$ cat src/rtl/mdc_commutator.sv
// Radix-2 multi-path delay commutator: re-pairs butterfly outputs DELAY samples apart.
// Optional protocol checking on err is built only when MDC_ERR_CHECK_EN is defined.
module mdc_commutator #(
    parameter int DELAY   = 4,
    parameter int D_width = 32
) (
    input  logic               clk,
    input  logic               rst,
    input  logic               in_valid,
    output logic               in_ready,
    input  logic               in_last,
    input  logic [D_width-1:0] in_a,
    input  logic [D_width-1:0] in_b,
    input  logic [D_width-1:0] modulus_in,
    output logic               out_valid,
    output logic [D_width-1:0] out_up,
    output logic [D_width-1:0] out_down,
    output logic               out_last,
    output logic [D_width-1:0] modulus_out,
    output logic               busy,
    output logic               err
);

    localparam int              PW     = $clog2(2 * DELAY);
    localparam logic [PW-1:0]   P_D    = PW'(DELAY);
    localparam logic [PW-1:0]   P_DM1  = PW'(DELAY - 1);
    localparam logic [PW-1:0]   P_LAST = PW'(2 * DELAY - 1);

    typedef enum logic [1:0] {IDLE, FILL, STREAM, DRAIN} state_t;

    state_t              r_state, w_state_nxt;
    logic [PW-1:0]       r_p, w_p_nxt, w_pm;
    logic                w_accept, w_hi, w_emit_a, w_emit_b, w_last_nxt;

    logic [D_width-1:0]  r_a_line [2*DELAY];
    logic [D_width-1:0]  r_b_line [2*DELAY];
    logic [D_width-1:0]  r_mod_cur, r_mod_b;

    logic                r_vld_p1, r_last_p1;
    logic [D_width-1:0]  r_up_p1, r_down_p1, r_mod_p1;

    assign in_ready = (r_state != DRAIN);
    assign busy     = (r_state != IDLE);
    assign w_accept = in_valid && in_ready;
    assign w_hi     = (r_p >= P_D);
    // p - DELAY modulo the block length: partner slot for both a- and b-pairs
    assign w_pm     = r_p - P_D;

    always_comb begin
        w_state_nxt = r_state;
        w_p_nxt     = r_p;
        w_emit_a    = 1'b0;
        w_emit_b    = 1'b0;
        w_last_nxt  = 1'b0;
        case (r_state)
            IDLE, FILL: begin
                if (w_accept) begin
                    w_p_nxt     = r_p + PW'(1);
                    w_state_nxt = (r_p == P_DM1) ? STREAM : FILL;
                end
            end
            STREAM: begin
                if (w_accept) begin
                    w_p_nxt  = r_p + PW'(1);
                    w_emit_a = w_hi;
                    w_emit_b = !w_hi;
                    if (in_last && r_p == P_LAST)
                        w_state_nxt = DRAIN;
                end
            end
            DRAIN: begin
                w_emit_b = 1'b1;
                w_p_nxt  = r_p + PW'(1);
                if (r_p == P_DM1) begin
                    w_last_nxt  = 1'b1;
                    w_state_nxt = IDLE;
                    w_p_nxt     = '0;
                end
            end
            default: w_state_nxt = IDLE;
        endcase
    end

    always_ff @(posedge clk) begin
        if (!rst) begin
            r_state <= IDLE;
            r_p     <= '0;
        end else begin
            r_state <= w_state_nxt;
            r_p     <= w_p_nxt;
        end
    end

    // Stage p0: delay lines and per-block modulus capture
    always_ff @(posedge clk) begin
        if (w_accept) begin
            r_a_line[r_p] <= in_a;
            r_b_line[r_p] <= in_b;
            if (r_p == '0)
                r_mod_cur <= modulus_in;
        end
        if (w_emit_a && r_p == P_D)
            r_mod_b <= r_mod_cur;
    end

    // Stage p1: registered output pair
    always_ff @(posedge clk) begin
        if (!rst) begin
            r_vld_p1  <= 1'b0;
            r_last_p1 <= 1'b0;
            r_up_p1   <= '0;
            r_down_p1 <= '0;
            r_mod_p1  <= '0;
        end else begin
            r_vld_p1  <= w_emit_a || w_emit_b;
            r_last_p1 <= w_last_nxt;
            if (w_emit_a) begin
                r_up_p1   <= r_a_line[w_pm];
                r_down_p1 <= in_a;
                r_mod_p1  <= r_mod_cur;
            end else if (w_emit_b) begin
                r_up_p1   <= r_b_line[r_p];
                r_down_p1 <= r_b_line[w_pm];
                r_mod_p1  <= r_mod_b;
            end
        end
    end

    assign out_valid   = r_vld_p1;
    assign out_last    = r_last_p1;
    assign out_up      = r_up_p1;
    assign out_down    = r_down_p1;
    assign modulus_out = r_mod_p1;

`ifdef MDC_ERR_CHECK_EN
    logic r_err;

    always_ff @(posedge clk) begin
        if (!rst)
            r_err <= 1'b0;
        else
            r_err <= (w_accept && in_last && r_p != P_LAST) ||
                     (in_valid && r_state == DRAIN);
    end

    assign err = r_err;
`else
    assign err = 1'b0;
`endif

endmodule

$ cat config.mk
export PLATFORM = sky130hd
export DESIGN_NAME = mdc_commutator
export DESIGN_NICKNAME = d
export VERILOG_FILES = /design/src/rtl/mdc_commutator.sv
export SDC_FILE = /design/constraint.sdc
export NUM_CORES = 1
export LEC_CHECK = 0
export CORE_AREA = 2 2 172 242
export CTS_CLUSTER_SIZE = 24
export DETAILED_ROUTE_END_ITERATION = 12
export DIE_AREA = 0 0 174 244
export GPL_ROUTABILITY_DRIVEN = 0
export PLACE_DENSITY_LB_ADDON = 0.05
export SLEW_MARGIN = 20
export SYNTH_ARGS = -nofsm -noshare
export SYNTH_HDL_FRONTEND = slang
export SYNTH_SLANG_ARGS = --single-unit
$ cat constraint.sdc
create_clock -name clk -period 18.2 [get_ports clk]
set_input_delay 3.64 -clock clk [delete_from_list [all_inputs] [get_ports clk]]
set_output_delay 3.64 -clock clk [all_outputs]
set_load 0.1 [all_outputs]
==> results by group <==
Clock tree
  • Worst-path clk slew: 60 ps
  • Clock root buffer: clkbuf_16
  • CTS tree: done
  • Clock Sinks: 554
  • Post_cts resized: 0
  • H-tree depth: 2
  • Worst-Skew Late Latency: 600 ps
  • # hold bufs at CTS: 0
  • CTS max path bufs: 3
  • Num CTS Buffers: 52
  • Setup Buffers After CTS: 0

Synthesis
  • Ys Warns: 0
  • Synthesized Nets: 1362
  • Top_reg_cell synth: edfxtp_1
  • Cell count after synthesis: 1260
  • Seq/Total Area, Yosys: 71.2%
  • Synth top area share: 61.5%
  • Async S/R FF share, synth: 0%
  • Area leader, netlist: edfxtp_1
  • Post-synth EDFFs: 448
  • Syn Area/Cell: 17.4 sq um
  • Synth top area cells: edfxtp_1, mux4_2, dfxtp_1
  • #FFs+latches synth: 554
  • Synthesized cell area: 0.0219 sq mm
  • Netlist cell types: 38

Floorplanning
  • Die height: 244 um
  • Horiz. Die Dim: 174 um
  • Rows: 87
  • Core area: 0.0401 sq mm
  • Die Area: 0.0425 sq mm
  • Top-Level Pins: 201
  • Initial Util: 54.6%

Final layout
  • Fin cells: 2023
  • Leading cell type in the layout, fill and taps excluded: edfxtp_1
  • Fin nets: 1548
  • Area growth syn-to-layout: 19.6%
  • Commonest cells after routing, fill and taps aside: edfxtp_1, clkdlybuf4s50_1, mux4_2
  • Layout cells sized above 1: 18.1%
  • Antenna cells: 0

Power and ir drop
  • Total power: 2.71 mW
  • Peak VDD IR: 0.0903 mV
  • Static Leak: 8.27 nW
  • Pwr per Cell Area: 104 mW/mm^2

Critical path
  • CP peak stage delay: 980 ps
  • Critical path endpoint category: flop
  • Critical Path RT: 18660 ps
  • Cell family with the largest share of critical-path delay: buffers and inverters
  • Buf/Inv on CP: 2
  • Crit path max fanout: 69
  • Crit Path Class: in2reg
  • CP Data Arrival Time: 7250 ps
  • Startpoint Class: input pin
  • Critical-path cell list: clkdlybuf4s50_1, o21a_4, buf_4, nand3_1, o221ai_1, nor2_1
  • Slowest cell on crit path: nand3_1

Drt
  • Initial DRC Count: 1169
  • Avg WL per Cell: 26.1 um
  • Routed wire length: 52.8 mm
  • DRC Markers: 0
  • Antenna viol nets, final: 0
  • Vias post-DR: 12689
  • Via/cell ratio: 6.27
  • Drt pass-1 iters: 7

STA
  • Max Clk Rate: 147 MHz
  • Setup TNS: 0 ps
  • Final Skew: 27.0 ps
  • Hold Fails Final Rpt: 0
  • Period utilization: 37.3%
  • Final count of negative-setup-slack endpoints: 0
  • Slew HR: 22.1%
  • Measured slew at the worst slew-check pin: 1170 ps
  • Worst setup margin: 11410 ps
  • Tmin final: 6790 ps
  • Max-slew violation count: 0
  • RSZ-0062 raised after global routing: no

Place
  • Port Buffers: 199
  • Dpl ws: 10900 ps
  • Placed cell count: 1926
  • Post-DP HPWL: 30.4 mm

Global route
  • Largest net degree at the start of global routing: 76
  • Initial antenna violation count: 1
  • All-Layer GR Usage: 25.2%
  • Grt total ovfl: 0
  • Vias in the first global route: 13104
  • First-pass GRT wire length: 80.0 mm

Min path
  • Hold Crit Class: reg2reg

Outcome
  • Outcome: complete, no violations

Job
  • Max_cap viols: 0
## per-layer routing
layer	GRT usage, %	vias up	routed length, um
met3	4.37	95	3990
met5	0	-	16
li1	-	5508	-
met1	31.7	6574	20000
met2	44.6	510	27400
met4	8.18	2	1460
## layout make-up
type / instances / area [sq um]
multi-input cells: 607 / 5950
well taps: 534 / 668
flip-flops and latches: 554 / 15600
fillers: 2872 / 13900
inverters: 4 / 15.0
clock inverters: 22 / 258
repair buffers: 227 / 2200
clock buffers: 75 / 1490
## flip-flops by register name (all words and copies together), names as in the netlist, named ones only
| signal | count |
|---|---|
| r_b_line | 256 |
| modulus_out | 32 |
| r_p | 3 |
| r_state | 2 |
| r_mod_b | 32 |
| r_a_line | 128 |
| out_valid | 1 |
| out_up | 32 |
| out_last | 1 |
| r_mod_cur | 32 |
| out_down | 32 |
## synth_stat cells, drive strengths merged, types with 4 or more instances
library cell / count
edfxtp: 448
nor3: 26
buf: 42
nand2: 103
mux4: 139
inv: 4
dfxtp: 106
a21oi: 13
nand3: 7
mux2i: 22
o21ai: 42
o22ai: 36
nor2: 86
clkbuf: 53
o221ai: 26
a221o: 20
a22oi: 36
a311oi: 33
## worst paths after layout
path,startpoint,cells past startpoint,slack [ps],endpoint
worst max register to register,r_state[0]$_SDFFE_PN0P_,5,14640,out_up[6]$_SDFFE_PN0P_
worst max-delay path,in_valid,6,11410,out_up[6]$_SDFFE_PN0P_
worst min-delay path,r_mod_cur[29]$_DFFE_PP_,0,450,r_mod_b[29]$_DFFE_PP_
worst min register to register,r_mod_cur[29]$_DFFE_PP_,0,450,r_mod_b[29]$_DFFE_PP_
## power breakdown
group,switching [mW],internal [mW],total (mW)
sequential,0.0260,1.40,1.43
clock,0.459,0.640,1.10
combinational,0.0995,0.0828,0.182
## kinds of logic after synthesis
family	share of synthesized area, %
buf+inv	1.98
mux	15.3
compound gates	7.01
simple gates	4.40
fa+ha+maj	0.114
other cells	0.0171
flops	71.2
## per-stage QoR
stage / utilization [%] / instance area [sq um] / hold WS [ps]
2_1_floorplan: - / 21900 / 426
3_3_place_gp: 61.0 / 24400 / 430
6_report: 65.3 / 26200 / 449
4_1_cts: 65.3 / 26200 / 448
3_5_place_dp: 61.0 / 24400 / 433
5_1_grt: 65.3 / 26200 / 458
Note: power is estimated with default switching activity, not from simulation.
